## config.mk

```make
export PLATFORM = sky130hd
export DESIGN_NAME = ear_input_conditioner_flat
export DESIGN_NICKNAME = d
export VERILOG_FILES = /design/src/rtl/ear_input_conditioner_if.sv /design/src/rtl/ear_input_conditioner.sv /design/src/flat_wrapper.sv
export SDC_FILE = /design/constraint.sdc
export NUM_CORES = 1
export LEC_CHECK = 0
export BUFFER_PORTS_ARGS = -buffer_cell sky130_fd_sc_hd__buf_2
export CAP_MARGIN = 20
export CORE_ASPECT_RATIO = 1.5
export CORE_MARGIN = 1.5
export CORE_UTILIZATION = 40
export CTS_CLUSTER_SIZE = 30
export DETAILED_ROUTE_END_ITERATION = 7
export HOLD_SLACK_MARGIN = 0.1
export PLACE_DENSITY = 0.65
export SYNTH_ARGS = -nofsm -noshare
export SYNTH_HDL_FRONTEND = slang
export SYNTH_SLANG_ARGS = --single-unit
```

## constraint.sdc

```tcl
create_clock -name clk28 -period 5.5 [get_ports clk28]
set_input_delay 1.65 -clock clk28 [delete_from_list [all_inputs] [get_ports clk28]]
set_output_delay 1.65 -clock clk28 [all_outputs]
set_load 0.01 [all_outputs]
```

## src/rtl/ear_input_conditioner_if.sv

```systemverilog
// Purpose: groups the EAR pin, the count-clear control and the conditioned outputs.
// Latency: none; this is a plain signal bundle.
// Backpressure: none; the signals are levels and pulses without a handshake.
interface ear_input_conditioner_if;
  logic        ear_pin;       // raw EAR pin, asynchronous to clk28
  logic        clear_count;   // synchronous clear of both event counters
  logic        ear_out;       // filtered EAR level
  logic        ear_edge;      // one-cycle pulse per accepted transition
  logic [15:0] edge_count;    // accepted transitions, wraps
  logic [7:0]  glitch_count;  // rejected pulses, saturates
  logic        activity;      // stretched "edge seen recently" flag

  // Board / environment side: drives the pin and the clear, observes results.
  modport master (
    output ear_pin,
    output clear_count,
    input  ear_out,
    input  ear_edge,
    input  edge_count,
    input  glitch_count,
    input  activity
  );

  // Conditioner side.
  modport slave (
    input  ear_pin,
    input  clear_count,
    output ear_out,
    output ear_edge,
    output edge_count,
    output glitch_count,
    output activity
  );
endinterface

```

## src/rtl/ear_input_conditioner.sv

```systemverilog
// Purpose: synchronise, invert and deglitch the tape EAR pin; count edges and glitches; drive an activity flag.
// Latency: a clean pin step reaches ear_out/ear_edge FILTER_CYCLES+2 clk28 edges after it is first captured.
// Backpressure: none; the output is a level that always follows the pin after filtering.
module ear_input_conditioner #(
  parameter bit INVERT        = 1'b1,
  parameter int FILTER_CYCLES = 8,
  parameter int ACT_HOLD_BITS = 22
) (
  input logic                    clk28,
  input logic                    rst,
  ear_input_conditioner_if.slave io_ear
);

  // The filter counter only ever reaches FILTER_CYCLES-1, one spare bit keeps
  // the width legal for FILTER_CYCLES=1.
  localparam int FCNT_W = $clog2(FILTER_CYCLES) + 1;
  localparam logic [FCNT_W-1:0] FCNT_LAST = FCNT_W'(FILTER_CYCLES - 1);
  localparam logic [FCNT_W-1:0] FCNT_ONE  = FCNT_W'(1);

  // Activity counter parks with only its msb set: that is "no recent edge".
  localparam logic [ACT_HOLD_BITS-1:0] ACNT_ONE  = ACT_HOLD_BITS'(1);
  localparam logic [ACT_HOLD_BITS-1:0] ACNT_IDLE = {1'b1, {(ACT_HOLD_BITS-1){1'b0}}};

  logic                     r_sync1;
  logic                     r_sync2;
  logic                     r_ear_out;
  logic                     r_ear_edge;
  logic [FCNT_W-1:0]        r_fcnt;
  logic [15:0]              r_edge_count;
  logic [7:0]               r_glitch_count;
  logic [ACT_HOLD_BITS-1:0] r_acnt;

  logic w_s;
  logic w_mismatch;
  logic w_accept;
  logic w_glitch;

  // Two-flop synchroniser for the asynchronous pin.
  always_ff @(posedge clk28 or posedge rst) begin
    if (rst) begin
      r_sync1 <= 1'b0;
      r_sync2 <= 1'b0;
    end else begin
      r_sync1 <= io_ear.ear_pin;
      r_sync2 <= r_sync1;
    end
  end

  // Board inversion sits after the synchroniser so the flops see the raw pin.
  assign w_s        = INVERT ? ~r_sync2 : r_sync2;
  assign w_mismatch = w_s ^ r_ear_out;
  // Last cycle of a long-enough run: the new level is taken now.
  assign w_accept   = w_mismatch && (r_fcnt == FCNT_LAST);
  // Level fell back to ear_out after a partial run: that run was a glitch.
  assign w_glitch   = !w_mismatch && (r_fcnt != '0);

  // Deglitch filter: a level must disagree with ear_out for FILTER_CYCLES consecutive cycles.
  always_ff @(posedge clk28 or posedge rst) begin
    if (rst) begin
      r_ear_out  <= 1'b0;
      r_ear_edge <= 1'b0;
      r_fcnt     <= '0;
    end else if (w_accept) begin
      r_ear_out  <= w_s;
      r_ear_edge <= 1'b1;
      r_fcnt     <= '0;
    end else if (w_mismatch) begin
      r_ear_edge <= 1'b0;
      r_fcnt     <= r_fcnt + FCNT_ONE;
    end else begin
      r_ear_edge <= 1'b0;
      r_fcnt     <= '0;
    end
  end

  // Accepted-edge counter; counts the registered edge pulse, clear has priority.
  always_ff @(posedge clk28 or posedge rst) begin
    if (rst) begin
      r_edge_count <= 16'd0;
    end else if (io_ear.clear_count) begin
      r_edge_count <= 16'd0;
    end else if (r_ear_edge) begin
      r_edge_count <= r_edge_count + 16'd1;
    end
  end

  // Rejected-glitch counter, saturating so a noisy line cannot wrap it back to a small value.
  always_ff @(posedge clk28 or posedge rst) begin
    if (rst) begin
      r_glitch_count <= 8'd0;
    end else if (io_ear.clear_count) begin
      r_glitch_count <= 8'd0;
    end else if (w_glitch && (r_glitch_count != 8'hFF)) begin
      r_glitch_count <= r_glitch_count + 8'd1;
    end
  end

  // Activity stretcher: restart on each edge, count up until the msb sets, then park.
  always_ff @(posedge clk28 or posedge rst) begin
    if (rst) begin
      r_acnt <= ACNT_IDLE;
    end else if (r_ear_edge) begin
      r_acnt <= '0;
    end else if (!r_acnt[ACT_HOLD_BITS-1]) begin
      r_acnt <= r_acnt + ACNT_ONE;
    end
  end

  assign io_ear.ear_out      = r_ear_out;
  assign io_ear.ear_edge     = r_ear_edge;
  assign io_ear.edge_count   = r_edge_count;
  assign io_ear.glitch_count = r_glitch_count;
  assign io_ear.activity     = ~r_acnt[ACT_HOLD_BITS-1];

endmodule

```

## src/flat_wrapper.sv

```systemverilog
// flat-port wrapper written by rule: the top's interface ports become plain ports
module ear_input_conditioner_flat 
#(
  parameter bit INVERT        = 1'b1,
  parameter int FILTER_CYCLES = 8,
  parameter int ACT_HOLD_BITS = 22
)
  (clk28, rst, io_ear_ear_pin, io_ear_clear_count, io_ear_ear_out, io_ear_ear_edge, io_ear_edge_count, io_ear_glitch_count, io_ear_activity);
  ear_input_conditioner_if io_ear_i ();
  input logic clk28;
  input logic rst;
  input wire logic [$bits(io_ear_i.ear_pin)-1:0] io_ear_ear_pin;
  input wire logic [$bits(io_ear_i.clear_count)-1:0] io_ear_clear_count;
  output wire logic [$bits(io_ear_i.ear_out)-1:0] io_ear_ear_out;
  output wire logic [$bits(io_ear_i.ear_edge)-1:0] io_ear_ear_edge;
  output wire logic [$bits(io_ear_i.edge_count)-1:0] io_ear_edge_count;
  output wire logic [$bits(io_ear_i.glitch_count)-1:0] io_ear_glitch_count;
  output wire logic [$bits(io_ear_i.activity)-1:0] io_ear_activity;
  assign io_ear_i.ear_pin = io_ear_ear_pin;
  assign io_ear_i.clear_count = io_ear_clear_count;
  assign io_ear_ear_out = io_ear_i.ear_out;
  assign io_ear_ear_edge = io_ear_i.ear_edge;
  assign io_ear_edge_count = io_ear_i.edge_count;
  assign io_ear_glitch_count = io_ear_i.glitch_count;
  assign io_ear_activity = io_ear_i.activity;
  ear_input_conditioner #(.INVERT(INVERT), .FILTER_CYCLES(FILTER_CYCLES), .ACT_HOLD_BITS(ACT_HOLD_BITS)) u_core (.clk28(clk28), .rst(rst), .io_ear(io_ear_i));
endmodule
```

==> impl_metrics.json <==
{
  "status": "finished clean",
  "hold_buffers": 0,
  "rrSetupSlack_ns": 3.19,
  "min_path_type": "reg2reg",
  "layout.nets": 298,
  "synth_top_area_share_pct": 50.6,
  "clkSinkCount": 54,
  "clkTransAtPathRegs_ns": 0.09,
  "setup_violations": 0,
  "ant_nets": 0,
  "endpoint": "io_ear_ear_edge",
  "grt_max_degree": 55,
  "switchingPower_mw": 0.275,
  "num_antenna_cells": 0,
  "synth_area_mm2": 0.00262,
  "yosys_warnings": 0,
  "synth_top_cells_by_area": "dfrtp_1, nor2_1, xnor2_1",
  "coreArea_mm2": 0.00622,
  "drc": 0,
  "worst-path-max-fanout": 32,
  "cp.buffers_inverters": 1,
  "skew_ns": 0.00743,
  "cts_setup_buffers": 0,
  "clock_latency_ns": 0.30,
  "hold_violations": 0,
  "first_iter_violations": 51,
  "numCtsBuffers": 5,
  "ys_ff_latch": 54,
  "p_sw_share_pct": 30.8,
  "drive_above_1_share_pct": 17.6,
  "place.gp.congestion": 0.708,
  "maxCapViolations": 0,
  "clock_path_buffers": 2,
  "relSlewSlack_pct": 34.1,
  "cts_tree": "done",
  "avgViaCountPerCell": 5.40,
  "start_util_pct": 42.1,
  "nFillCells": 610,
  "cp_slowest_cell": "dfrtp_1",
  "fin_ws_ns": 2.28,
  "max_stage_delay_ns": 1.00,
  "synth.distinct_cells": 41,
  "ff2ff_path_depth": 4,
  "drv_slew": 0,
  "crit_type": "reg2out",
  "post_drt_wl_per_cell_um": 13.3,
  "clock.fmax_ghz": 0.310,
  "grt_pass1_vias": 1953,
  "dp_cells": 356,
  "die_w_um": 69.1,
  "cp.depth": 1,
  "layout_min_cycle_time_ns": 3.22,
  "grt_remaining_overflow": 0,
  "synth_top_cell_by_area": "dfrtp_1",
  "yosysMostFrequentCell": "dfrtp_1",
  "p_per_area_mw_per_mm2": 305,
  "port_buffers": 30,
  "synth_nets": 268,
  "syn2layout_area_growth_pct": 11.8,
  "required_ns": 3.85,
  "end_kind": "output pin",
  "post_cts_resized": 0,
  "synthArstFlopShare_pct": 100,
  "io_pins": 31,
  "wl_um": 4830,
  "synth.top_cells.by_count": "dfrtp_1, nor2_1, nand3_1, xnor2_1, xor2_1",
  "grt_pass1_wl_um": 8670,
  "multi_input_area_mm2": 0.00121,
  "ir_worst_vdd_mv": 0.171,
  "drt-pass1-iter-count": 4,
  "worst_r2r_startpoint": "u_core.io_ear.ear_edge$_DFF_PP0_",
  "crit_path_start": "u_core.io_ear.ear_edge$_DFF_PP0_",
  "pwr-share-clk_pct": 25.0,
  "grtUsageTotal_pct": 14.9,
  "syn_inst": 259,
  "rsz0062_at_grt": "false",
  "avgSynthCellArea_um2": 10.1,
  "pre_cts_ws_ns": 2.60,
  "seq_area_frac_synth_pct": 51.6,
  "dieHeight_um": 102,
  "fin_crit_sh_pct": 58.6,
  "min-delay-start": "u_core.r_sync1$_DFF_PP0_",
  "p_int_mw": 0.618,
  "ctsHtreeMaxLevel": 2,
  "power.leakage_nw": 1.34,
  "rows": 35,
  "dp.final_hpwl_um": 3290,
  "regArea_mm2": 0.00135,
  "reg2reg_to": "u_core.io_ear.edge_count[13]$_DFFE_PP0P_",
  "tightest_slew_ns": 0.988,
  "die_area_mm2": 0.00705,
  "fin_setup_tns_ns": 0,
  "seq_power_share_pct": 55.2,
  "path_cells": "buf_2",
  "antenna_found_initial": 0,
  "cts-root-buf": "clkbuf_8",
  "synth_edf_count": 0,
  "ys.flop_type": "dfrtp_1",
  "critPathTopFamily": "flip-flops",
  "crit_arrival_ns": 1.57,
  "vias": 1964,
  "final_cells": 364,
  "p_comb_share_pct": 19.9,
  "start_kind": "flop"
}
==> placed cells by master (no fill, tap or decap), types with 2 or more instances in the layout <==
cell type  netlist  layout
and3_1           7       7
nand2b_1         2       2
ha_1             5       5
clkbuf_8         0       6
or3_1            9       9
nor2_1          38      38
xnor2_1         14      14
mux2i_1          3       3
nor2b_1          6       6
a21oi_1         12      12
nor3_1           6       6
o21ai_0         11      11
inv_1            7       6
and4_1           4       4
nand2_1         11      11
dfrtp_1         53      53
xor2_1          13      13
nand4_1          9       9
nor4_1           3       3
buf_2            0      30
nand3_1         14      14
or4_1            2       2
mux2_2           5       5
==> through the flow <==
step	power, mW	hold WS [ns]	instance area [µm²]	util [%]
after floorplan	0.631	0.331	2620	-
after global placement	0.676	0.336	2840	45.7
after detailed placement	0.681	0.340	2840	45.7
after CTS	0.907	0.362	2930	47.1
after global routing	0.953	0.366	2930	47.1
final	0.893	0.357	2930	47.1
==> flip-flops by register name, summed over array words and instances, names as in the netlist <==
register                    count
u_core.r_acnt                  22
u_core.io_ear.edge_count       16
u_core.io_ear.glitch_count      8
u_core.r_fcnt                   4
u_core.io_ear.ear_edge          1
u_core.io_ear.ear_out           1
u_core.r_sync1                  1
u_core.r_sync2                  1
==> per-layer routing <==
metal / up-vias / global-route usage [%] / part of all wire [%]
li1: 964 / - / -
met4: 0 / 6.49 / 1.3
met3: 4 / 2.76 / 3.1
met2: 29 / 26.6 / 50
met5: - / 0 / 0
met1: 967 / 17.6 / 46
==> final cells by class <==
type	instances	area share (%)
tap	74	3.16
sequential	54	46.2
clock inverter	1	0.171
timing repair buffer	31	5.38
inverter	7	0.897
clock buffer	7	2.95
multi-input combinational	190	41.3
==> how the worst min path moves through the flow <==
| stage | cells after the start | endpoint |
|---|---|---|
| after detailed placement | 0 | u_core.r_sync2$_DFF_PP0_ |
| after floorplan | 0 | u_core.r_sync2$_DFF_PP0_ |
| after CTS | 0 | u_core.r_sync2$_DFF_PP0_ |
| after global placement | 0 | u_core.r_sync2$_DFF_PP0_ |
| after global routing | 0 | u_core.r_sync2$_DFF_PP0_ |
| final | 0 | u_core.r_sync2$_DFF_PP0_ |
==> power groups by stage <==
stage	logic, mW	registers, mW	clock network [mW]
3_3_place_gp	0.177	0.499	0
3_5_place_dp	0.180	0.501	0
2_1_floorplan	0.139	0.492	0
5_1_grt	0.206	0.500	0.246
4_1_cts	0.181	0.493	0.233
6_report	0.177	0.493	0.223
==> kinds of logic (layout without fill, tap and decap cells) <==
family | count (synthesis) | in the layout | synth area share [%]
buffers and inverters | 15 | 46 | 2.20
DFF | 54 | 54 | 51.6
xor gates and xnor gates | 27 | 27 | 9.03
AOI/OAI and AO/OA | 29 | 29 | 6.16
adders and majority gates | 5 | 5 | 2.39
and+or+nand+nor | 121 | 121 | 25.3
muxes | 8 | 8 | 3.30
Power figures use the tool's default switching activity.
